===== src/rtl/frontend_ctrl_pkg.sv =====
// Shared constants for the RF front-end sequencer: bus addresses, FSM encoding, CTRL fields.
package frontend_ctrl_pkg;

    // Serial settings-bus addresses
    localparam logic [6:0] FR_FE_CTRL   = 7'd40;
    localparam logic [6:0] FR_FE_SETTLE = 7'd41;

    // Sequencer state encoding
    localparam logic [2:0] ST_IDLE   = 3'd0;
    localparam logic [2:0] ST_BLANK  = 3'd1;
    localparam logic [2:0] ST_APPLY  = 3'd2;
    localparam logic [2:0] ST_LE     = 3'd3;
    localparam logic [2:0] ST_SETTLE = 3'd4;

    // CTRL word bit positions (filter field starts right above the switch field)
    localparam int CTRL_SW_LSB  = 0;
    localparam int CTRL_VCO_BIT = 31;

endpackage


===== src/rtl/frontend_ctrl_timer.sv =====
// Down-counter shared by the LE pulse and the settle interval.
// 'done' is high during the last clock of an interval that was loaded with N>=1.
module fe_settle_timer #(
    parameter int SETTLE_W = 16
) (
    input  logic                clock,
    input  logic                reset_n,
    input  logic                load,
    input  logic [SETTLE_W-1:0] load_val,
    output logic                done
);

    logic [SETTLE_W-1:0] count;

    // Load on request, otherwise count down and hold at zero (never wraps)
    always_ff @(posedge clock) begin
        if (!reset_n) begin
            count <= '0;
        end else if (load) begin
            count <= load_val;
        end else if (count != '0) begin
            count <= count - {{(SETTLE_W-1){1'b0}}, 1'b1};
        end else begin
            count <= count;
        end
    end

    assign done = (count <= {{(SETTLE_W-1){1'b0}}, 1'b1});

endmodule


===== src/rtl/frontend_ctrl.sv =====
// RF front-end sequencer: decodes CTRL/SETTLE writes, blanks rx_gate, applies switch and
// filter settings, optionally pulses VCO latch-enable, then waits the settle time.
module frontend_ctrl
    import frontend_ctrl_pkg::*;
#(
    parameter logic [6:0] ADDR       = FR_FE_CTRL,
    parameter int         NUM_SW     = 4,
    parameter int         FILT_W     = 2,
    parameter int         LE_WIDTH   = 4,
    parameter int         SETTLE_W   = 16,
    parameter int         SETTLE_RST = 1000
) (
    input  logic              clock,
    input  logic              reset_n,
    input  logic [6:0]        serial_addr,
    input  logic [31:0]       serial_data,
    input  logic              serial_strobe,
    output logic [NUM_SW-1:0] sw_out,
    output logic [FILT_W-1:0] filt_out,
    output logic              vco_le,
    output logic              rx_gate,
    output logic              busy,
    output logic [7:0]        retune_count
);

    localparam int CTRL_FILT_LSB = CTRL_SW_LSB + NUM_SW;

    logic                ctrl_hit;
    logic                settle_hit;
    logic [NUM_SW-1:0]   shadow_sw;
    logic [FILT_W-1:0]   shadow_filt;
    logic                shadow_vco;
    logic                act_vco;
    logic                pending;
    logic [2:0]          state;
    logic [SETTLE_W-1:0] settle_reg;

    logic [2:0]          state_nxt;
    logic                pending_nxt;
    logic [NUM_SW-1:0]   sw_nxt;
    logic [FILT_W-1:0]   filt_nxt;
    logic                act_vco_nxt;
    logic                vco_nxt;
    logic                gate_nxt;
    logic [7:0]          count_nxt;
    logic                tmr_load;
    logic [SETTLE_W-1:0] tmr_val;
    logic                tmr_done;

    assign ctrl_hit   = serial_strobe && (serial_addr == ADDR);
    assign settle_hit = serial_strobe && (serial_addr == (ADDR + 7'd1));

    fe_settle_timer #(.SETTLE_W(SETTLE_W)) u_timer (
        .clock    (clock),
        .reset_n  (reset_n),
        .load     (tmr_load),
        .load_val (tmr_val),
        .done     (tmr_done)
    );

    // Settings registers: CTRL shadow (last write wins) and settle length
    always_ff @(posedge clock) begin
        if (!reset_n) begin
            shadow_sw   <= '0;
            shadow_filt <= '0;
            shadow_vco  <= 1'b0;
            settle_reg  <= SETTLE_W'(SETTLE_RST);
        end else begin
            if (ctrl_hit) begin
                shadow_sw   <= serial_data[CTRL_SW_LSB +: NUM_SW];
                shadow_filt <= serial_data[CTRL_FILT_LSB +: FILT_W];
                shadow_vco  <= serial_data[CTRL_VCO_BIT];
            end
            if (settle_hit) begin
                settle_reg <= serial_data[SETTLE_W-1:0];
            end
        end
    end

    // Next-state and next-output decode; outputs change on entry into a state
    always_comb begin
        state_nxt   = state;
        pending_nxt = pending;
        sw_nxt      = sw_out;
        filt_nxt    = filt_out;
        act_vco_nxt = act_vco;
        vco_nxt     = 1'b0;
        gate_nxt    = 1'b0;
        count_nxt   = retune_count;
        tmr_load    = 1'b0;
        tmr_val     = settle_reg;
        case (state)
            ST_IDLE: begin
                if (pending) begin
                    state_nxt   = ST_BLANK;
                    pending_nxt = 1'b0;
                    gate_nxt    = 1'b0;
                end else begin
                    gate_nxt    = 1'b1;
                end
            end
            ST_BLANK: begin
                state_nxt   = ST_APPLY;
                sw_nxt      = shadow_sw;
                filt_nxt    = shadow_filt;
                act_vco_nxt = shadow_vco;
            end
            ST_APPLY: begin
                if (act_vco) begin
                    state_nxt = ST_LE;
                    vco_nxt   = 1'b1;
                    tmr_load  = 1'b1;
                    tmr_val   = SETTLE_W'(LE_WIDTH);
                end else if (settle_reg == '0) begin
                    state_nxt = ST_IDLE;
                    gate_nxt  = 1'b1;
                    count_nxt = retune_count + 8'd1;
                end else begin
                    state_nxt = ST_SETTLE;
                    tmr_load  = 1'b1;
                end
            end
            ST_LE: begin
                if (!tmr_done) begin
                    vco_nxt = 1'b1;
                end else if (settle_reg == '0) begin
                    state_nxt = ST_IDLE;
                    gate_nxt  = 1'b1;
                    count_nxt = retune_count + 8'd1;
                end else begin
                    state_nxt = ST_SETTLE;
                    tmr_load  = 1'b1;
                end
            end
            ST_SETTLE: begin
                if (tmr_done) begin
                    state_nxt = ST_IDLE;
                    gate_nxt  = 1'b1;
                    count_nxt = retune_count + 8'd1;
                end else begin
                    state_nxt = ST_SETTLE;
                end
            end
            default: begin
                state_nxt = ST_IDLE;
                gate_nxt  = 1'b1;
            end
        endcase
        // A CTRL write always queues a sequence, even while one is being started
        if (ctrl_hit) begin
            pending_nxt = 1'b1;
        end else begin
            pending_nxt = pending_nxt;
        end
    end

    // Sequencer state and registered outputs; reset aborts and drops queued writes
    always_ff @(posedge clock) begin
        if (!reset_n) begin
            state        <= ST_IDLE;
            pending      <= 1'b0;
            act_vco      <= 1'b0;
            sw_out       <= '0;
            filt_out     <= '0;
            vco_le       <= 1'b0;
            rx_gate      <= 1'b1;
            busy         <= 1'b0;
            retune_count <= 8'd0;
        end else begin
            state        <= state_nxt;
            pending      <= pending_nxt;
            act_vco      <= act_vco_nxt;
            sw_out       <= sw_nxt;
            filt_out     <= filt_nxt;
            vco_le       <= vco_nxt;
            rx_gate      <= gate_nxt;
            busy         <= (state_nxt != ST_IDLE) | pending_nxt;
            retune_count <= count_nxt;
        end
    end

endmodule


===== config.mk =====
export PLATFORM = sky130hd
export DESIGN_NAME = frontend_ctrl
export DESIGN_NICKNAME = d
export VERILOG_FILES = /design/src/rtl/frontend_ctrl_pkg.sv /design/src/rtl/frontend_ctrl_timer.sv /design/src/rtl/frontend_ctrl.sv
export SDC_FILE = /design/constraint.sdc
export NUM_CORES = 1
export LEC_CHECK = 0
export ABC_CLOCK_PERIOD_IN_PS = 6000
export BUFFER_PORTS_ARGS = -buffer_cell sky130_fd_sc_hd__buf_4
export CAP_MARGIN = 20
export CELL_PAD_IN_SITES_DETAIL_PLACEMENT = 1
export CELL_PAD_IN_SITES_GLOBAL_PLACEMENT = 2
export CORE_UTILIZATION = 36
export CTS_BUF_LIST = sky130_fd_sc_hd__clkbuf_16
export DETAILED_ROUTE_END_ITERATION = 7
export GPL_TIMING_DRIVEN = 0
export PLACE_DENSITY_LB_ADDON = 0.1
export SLEW_MARGIN = 20
export SYNTH_ARGS = -nofsm -noshare
export SYNTH_HDL_FRONTEND = slang
export SYNTH_HIERARCHICAL = 1
export SYNTH_SLANG_ARGS = --single-unit
export TNS_END_PERCENT = 30

===== constraint.sdc =====
create_clock -name clock -period 6 [get_ports clock]
set_input_delay 0.9 -clock clock [delete_from_list [all_inputs] [get_ports clock]]
set_output_delay 0.9 -clock clock [all_outputs]
set_load 0.01 [all_outputs]

==> summary.md, run 1 <==
| Metric | Value |
|---|---|
| Status | `finished, final reports clean` |
| Slew HR | `49.3%` |
| Post-CTS sizing | `0` |
| Final Hold Vio Count | `0` |
| Die ar. | `between 0.009 and 0.01 sq mm` |
| Post-synth EDFFs | `0` |
| Core area | `approximately 0.0087 sq mm` |
| TritonCTS clock tree | `done` |
| M1 GR Usage | `approximately a quarter` |
| # setup viols final | `0` |
| Async S/R FF share, synth | `0%` |
| Buffers on Ports | `43` |
| Initial DRC Count | `64` |
| Die width | `between 90 and 100 um` |
| Most common cell in the netlist | `dfxtp_1` |
| CTS H-tree lvls | `3` |
| Synth-to-Final Area Change | `22.9%` |
| Final ANT Viol Nets | `0` |
| Clock sink count | `between 60 and 70` |
| RSZ-0062 raised after global routing | `no` |
| 1st-pass router iterations | `4` |
| Synth Register Bits | `61` |
| Worst setup path class | `flop to flop` |
| GRT Total Usage | `between 10% and 20%` |
| Period minus WS final | `approximately 4.1 ns` |
| Vias in the first global route | `between 2,000 and 3,000` |
| Peak Freq | `241 MHz` |
| RR Endpoint | `u_timer/count[12]$_SDFFE_PN0P_` |
| Largest net degree at the start of global routing | `12` |
| Hold path depth | `2` |
| Via density | `5.33` |
| Syn Inst Count | `between 300 and 400` |
| Total CTS buffers | `9` |
| Fin Hold WS | `0.480 ns` |
| Routed wire length | `~8500 um` |
| Footprint of the multi-input gates | `about 0.0019 sq mm` |
| Hold crit path type | `flop to flop` |
| Die Y | `around 96 um` |
| Final std cells w/o fill | `520` |
| Via Count | `2,771` |
| Ranking of synthesized cells by area | `dfxtp_1 38%, mux2i_1 13%, nor2b_1 8.4%` |
| Antenna diode count | `0` |
| Ratio of cells with drive above 1 in the final layout | `between 10% and 20%` |
| CP Launch Type | `flop` |
| Max Cap Violations | `0` |
| Finished Cell Area | `0.00394 sq mm` |
| Worst-Skew Late Latency | `0.33 ns` |
| Global-route wire length before repair | `roughly 14,000 um` |
| Critical path arrival | `about 4.3 ns` |
| Slowest CP cell | `nor4_2` |
| Slew @ Worst Pin | `about 0.75 ns` |
| Grt peak-use layer | `met2` |
| R2R Path Start | `u_timer/count[4]$_SDFFE_PN0P_` |
| Synth cell types | `54` |
| Max incr delay on CP | `just under 0.8 ns` |
| Avg WL per Cell | `approximately 16 um` |
| Max clock buf depth | `2` |
| DRC | `0` |
| Post-CTS Hold Buffers | `0` |
| Std cell rows | `34` |
| RePlAce Congestion | `about 0.76` |
| Max-slew violations | `0` |
| Synth top area share | `a little under two fifths` |
| Synthesized cell area | `approximately 0.0032 sq mm` |
| Grt ovf | `0` |
| Top cells by count, synth | `61 x dfxtp_1, 43 x nor2b_1, 40 x mux2i_1` |
| Mean Syn Cell Area | `a little over 9 sq um` |
| Layout fillers | `between 1,000 and 1,500` |
| Worst R2R Path Depth | `10` |
| Root buf cell | `clkbuf_16` |
| Nets@finish | `around 450` |
| Sequential cell area | `around 0.0012 sq mm` |
| Number of cells in the design after placement | `between 500 and 600` |
| Placed cell areas | `about 0.0037 sq mm` |
| Hold path start | `retune_count[7]$_SDFFE_PN0P_` |
| Io pins | `slightly below 60` |
| Largest area contributor in the netlist | `dfxtp_1` |
| R2R Setup Slk | `about 1.9 ns` |
| DP Wirelength | `roughly 6300 um` |
| Crit-path cells | `nor4_1, nand4_1, nor4_2, nand2_1, a21oi_1, clkbuf_1, inv_1, clkbuf_1, o21ai_0, a21oi_1` |
| Crit-path leading delay family | `simple AND/OR/NAND/NOR gates` |
| Crit Path Max Fanout | `10` |
| Sequential-to-total area share from yosys stat | `between 30% and 40%` |
| Hold EP | `retune_count[7]$_SDFFE_PN0P_` |
| YS warnings | `6` |
| Post-Route Setup TNS | `0 ns` |
| Mapped Nets | `between 300 and 400` |
| Power Total | `around 1.3 mW` |
| Crit path buffers/inverters | `3` |
| Setup Fix Bufs, Post-CTS | `0` |
| Initial Utilization | `around 37%` |
| Routing usage on met3 | `between 4 and 5%` |
| Leak Pwr | `1.58 nW` |
| Clock Skews | `between 0.006 and 0.007 ns` |
| PwrDens | `~340 mW/mm^2` |
| VDD IR max | `0.121 mV` |
| CTS clock-pin slew for the worst setup and hold paths | `~0.06 ns` |
| Ys flop type | `dfxtp_1` |
| Worst Setup End Kind | `flop` |
| Routing usage on met2 | `34.3%` |
| Tcrit/Tclk final | `between 60% and 70%` |
| CP required | `approximately 6.2 ns` |
| Initial antenna violation count | `0` |
## where the power goes
part           switching, mW  internal [mW]  total (mW)
Sequential            0.0475          0.443       0.490
Clock                  0.194          0.276       0.470
Combinational          0.213          0.167       0.380
Total                  0.455          0.886        1.34
## how the worst max path moves through the flow
stage | start | cells after the start | end
2_1_floorplan | u_timer/count[4]$_SDFFE_PN0P_ | 10 | u_timer/count[0]$_SDFFE_PN0P_
3_3_place_gp | u_timer/count[4]$_SDFFE_PN0P_ | 10 | u_timer/count[8]$_SDFFE_PN0P_
3_5_place_dp | u_timer/count[4]$_SDFFE_PN0P_ | 10 | u_timer/count[8]$_SDFFE_PN0P_
4_1_cts | u_timer/count[4]$_SDFFE_PN0P_ | 10 | u_timer/count[8]$_SDFFE_PN0P_
5_1_grt | u_timer/count[4]$_SDFFE_PN0P_ | 10 | u_timer/count[8]$_SDFFE_PN0P_
6_report | u_timer/count[4]$_SDFFE_PN0P_ | 10 | u_timer/count[12]$_SDFFE_PN0P_
## logic make-up (layout without fill, tap and decap cells)
kind of cell,after synthesis,in the layout,share of synthesized area [%]
fa+ha+maj,3,3,1.17
xor+xnor,7,7,1.91
compound gates,59,59,12.0
mux,40,40,12.5
simple gates,158,158,31.2
buf+inv,25,84,3.12
flops,61,61,38.1
## per-stage QoR
step	util, %	worst slack, ns
CTS	45.4	1.84
detailed placement	42.3	1.90
finish	45.4	1.86
floorplan	-	3.02
global placement	42.2	1.55
global route	45.4	1.60
## worst min-delay path, cell delays in order, from the launching register on
cell and delay (ns):
dfxtp_1 0.32, nand2_1 0.05, mux2i_1 0.06
## layout make-up
cell class | count | share of cell area [%]
multi-input cells | 267 | 48.0
clock buffers | 9 | 5.72
inverters | 6 | 0.572
well taps | 108 | 3.43
plain buffers | 19 | 1.97
flip-flops and latches | 61 | 31.0
repair buffers | 43 | 8.20
clock inverters | 7 | 1.11
## per-layer routing
metal | part of all wire (%) | wire length [um]
met3 | 2.8 | 243
met4 | 1.2 | 101
met5 | 0 | 0
met2 | 48 | 4110
met1 | 48 | 4080
## cells in the final DEF, fill, tap and decap left out, types with 4 or more instances in the layout
cell type	instances
dfxtp_1	61
nor2b_1	43
buf_4	43
mux2i_1	40
nand2_1	24
nand3_1	17
o21ai_0	16
clkbuf_1	14
a21oi_1	13
nor2_1	12
nor3_1	10
nand2b_1	9
clkbuf_16	9
nand4_1	8
inv_1	7
xnor2_1	6
buf_2	5
a31oi_1	5
nor4_4	4
o211ai_1	4
and3_1	4
nor4_1	4
Power figures use the tool's default switching activity.
==> inputs of run 2 (changes only) <==
ABC_CLOCK_PERIOD_IN_PS = 3500   (was 6000)
CORE_UTILIZATION = 30   (was 36)
clock period = 3.5 ns   (was 6 ns; I/O delays follow)
==> run 2 against run 1 <==
Against the previous run:
- cell area grew 2.2%
- clock power grew 83%
- flip-flop and latch count is the same
- combinational power grew 87%
- register-to-register slack lost 1.5 ns
- via count shrank 0.14%
- clock-buffer cell count is the same
- fmax grew 32%
- clock skew grew 0.0017 ns
- utilization shrank 6.4 points
- sequential power grew 72%
- largest power group is now clock
==> summary.md, run 2 (synthesis results as in run 1) <==
| Metric | Value |
|---|---|
| Post-CTS Hold Buffers | `0` |
| 1st-pass router iterations | `4` |
| Max Cap Violations | `0` |
| Leak Pwr | `roughly 1.6 nW` |
| Worst-Skew Late Latency | `0.33 ns` |
| Initial Utilization | `31.0%` |
| Max incr delay on CP | `about 0.47 ns` |
| WL met2 | `roughly 4400 um` |
| R2R Setup Slk | `0.36 ns` |
| Initial DRC Count | `between 60 and 70` |
| Worst Setup End Kind | `flop` |
| Max clock buf depth | `2` |
| Hold crit path type | `primary input to flop` |
| Finished Cell Area | `a little over 0.004 sq mm` |
| Slew HR | `61.3%` |
| Final ANT Viol Nets | `0` |
| Grt ovf | `0` |
| Io pins | `59` |
| M1 WL | `between 4000 and 5000 um` |
| Nets@finish | `roughly 450` |
| Clk pwr share | `approximately 36%` |
| Std cell rows | `37` |
| DP Wirelength | `between 6000 and 7000 um` |
| Cell-internal power | `about 1.6 mW` |
| RSZ-0062 raised after global routing | `no` |
| Util after Layout | `39.0%` |
| Die ar. | `0.0111 sq mm` |
| PwrDens | `601 mW/mm^2` |
| Placed cell areas | `0.00370 sq mm` |
| Number of cells in the design after placement | `532` |
| Crit path buffers/inverters | `4` |
| Power Total | `2.42 mW` |
| TritonCTS clock tree | `done` |
| Final std cells w/o fill | `550` |
| Root buf cell | `clkbuf_16` |
| Crit-path leading delay family | `simple AND/OR/NAND/NOR gates` |
| Status | `finished, final reports clean` |
| Combinational share of power | `29.4%` |
| CTS H-tree lvls | `3` |
| Tcrit/Tclk final | `roughly nine tenths` |
| Vias in the first global route | `2,997` |
| Crit Path Max Fanout | `10` |
| Final Hold Vio Count | `0` |
| Setup ws final | `roughly 0.36 ns` |
| Seq pwr share | `between 30% and 40%` |
| Most common cell after layout, fill and taps aside | `dfxtp_1` |
| CP Launch Type | `flop` |
| Period minus WS final | `about 3.1 ns` |
| DR WL met3 | `190 um` |
| RePlAce Congestion | `between 0.7 and 0.8` |
| # setup viols final | `0` |
| DR top layer | `met4` |
| Max-slew violations | `0` |
| Most frequent cells in the layout | `61 x dfxtp_1, 45 x buf_4, 43 x nor2b_1` |
| Place WS | `-0.564 ns` |
| Via density | `between 5 and 6` |
| Routed wire length | `approximately 9000 um` |
| Buffers on Ports | `43` |
| CTS clock-pin slew for the worst setup and hold paths | `0.06 ns` |
| Core area | `~0.010 sq mm` |
| Slowest CP cell | `nor4_4` |
| Synth-to-Final Area Change | `25.5%` |
| Die width | `approximately 110 um` |
| Net Sw Frac | `~35%` |
| Total CTS buffers | `9` |
| DRC | `0` |
| Clock Skews | `approximately 0.0083 ns` |
| Global-route wire length before repair | `approximately 15,000 um` |
| Avg WL per Cell | `16.2 um` |
| VDD IR max | `around 0.26 mV` |
| Via Count | `2,767` |
| GRT Total Usage | `between 10% and 20%` |
| Crit-path cells | `nor4_2, nand4_1, buf_4, nor4_4, nand2_1, a21oi_1, clkbuf_2, inv_1, clkbuf_1, o21ai_0, a31oi_1` |
| Antenna diode count | `0` |
| Initial antenna violation count | `0` |
| Die Y | `around 110 um` |
| Peak Freq | `approximately 320 MHz` |
| Worst setup path class | `flop to flop` |
| Switch Pwr | `roughly 0.84 mW` |
| Clock sink count | `a little over 60` |
| Ratio of cells with drive above 1 in the final layout | `20.3%` |
| Critical path arrival | `3.32 ns` |
| Slew @ Worst Pin | `between 0.5 and 0.6 ns` |
| Largest net degree at the start of global routing | `15` |
| CP required | `around 3.7 ns` |
## run 2: layout make-up
cell class,instances,area (sq um)
buffer,19,78.8
sequential,61,1220
tap,136,170
clock inverter,7,62.6
inverter,6,22.5
timing repair buffer,45,338
clock buffer,9,225
multi-input combinational,267,1900
fill,1222,6300
## run 2: power by group through the flow
stage	registers, mW	logic (mW)	clock network [mW]
after floorplan	0.833	0.488	0
after global placement	0.851	0.643	0
after detailed placement	0.855	0.655	0
after CTS	0.844	0.716	0.887
after global routing	0.855	0.783	0.923
final	0.845	0.710	0.861
## run 2: worst register-to-register path, stage by stage, from the launching register on
cell and delay [ns]:
dfxtp_1 0.38, nor4_2 0.46, nand4_1 0.15, buf_4 0.19
nor4_4 0.47, nand2_1 0.11, a21oi_1 0.16, clkbuf_2 0.23
inv_1 0.19, clkbuf_1 0.30, o21ai_0 0.29, a31oi_1 0.06
## run 2: worst paths after layout
path,start,endpoint,cells after the start
max reg2reg,u_timer/count[4]$_SDFFE_PN0P_,u_timer/count[8]$_SDFFE_PN0P_,11
min,serial_data[8],settle_reg[8]$_SDFFE_PN1P_,3
max,u_timer/count[4]$_SDFFE_PN0P_,u_timer/count[8]$_SDFFE_PN0P_,11
min reg2reg,retune_count[6]$_SDFFE_PN0P_,retune_count[6]$_SDFFE_PN0P_,2
## run 2: per-stage QoR
step | hold slack, ns | TNS (ns)
global placement | 0.464 | -14.51
finish | 0.421 | 0
detailed placement | 0.481 | -5.54
CTS | 0.413 | 0
floorplan | 0.482 | 0
global route | 0.428 | 0
## run 2: routing by layer
| metal | track usage (%) | vias to the layer above |
|---|---|---|
| met4 | 6.14 | 0 |
| met2 | 30.3 | 33 |
| met3 | 3.34 | 11 |
| li1 | - | 1401 |
| met5 | 0 | - |
| met1 | 20.8 | 1322 |
## run 2: timing repair
| item | CTS | global route |
|---|---|---|
| gates resized for setup | 2 | 2 |
| setup endpoints to repair | 19 | 8 |
| pin swaps | 1 | 0 |
| buffers inserted | 2 | 0 |
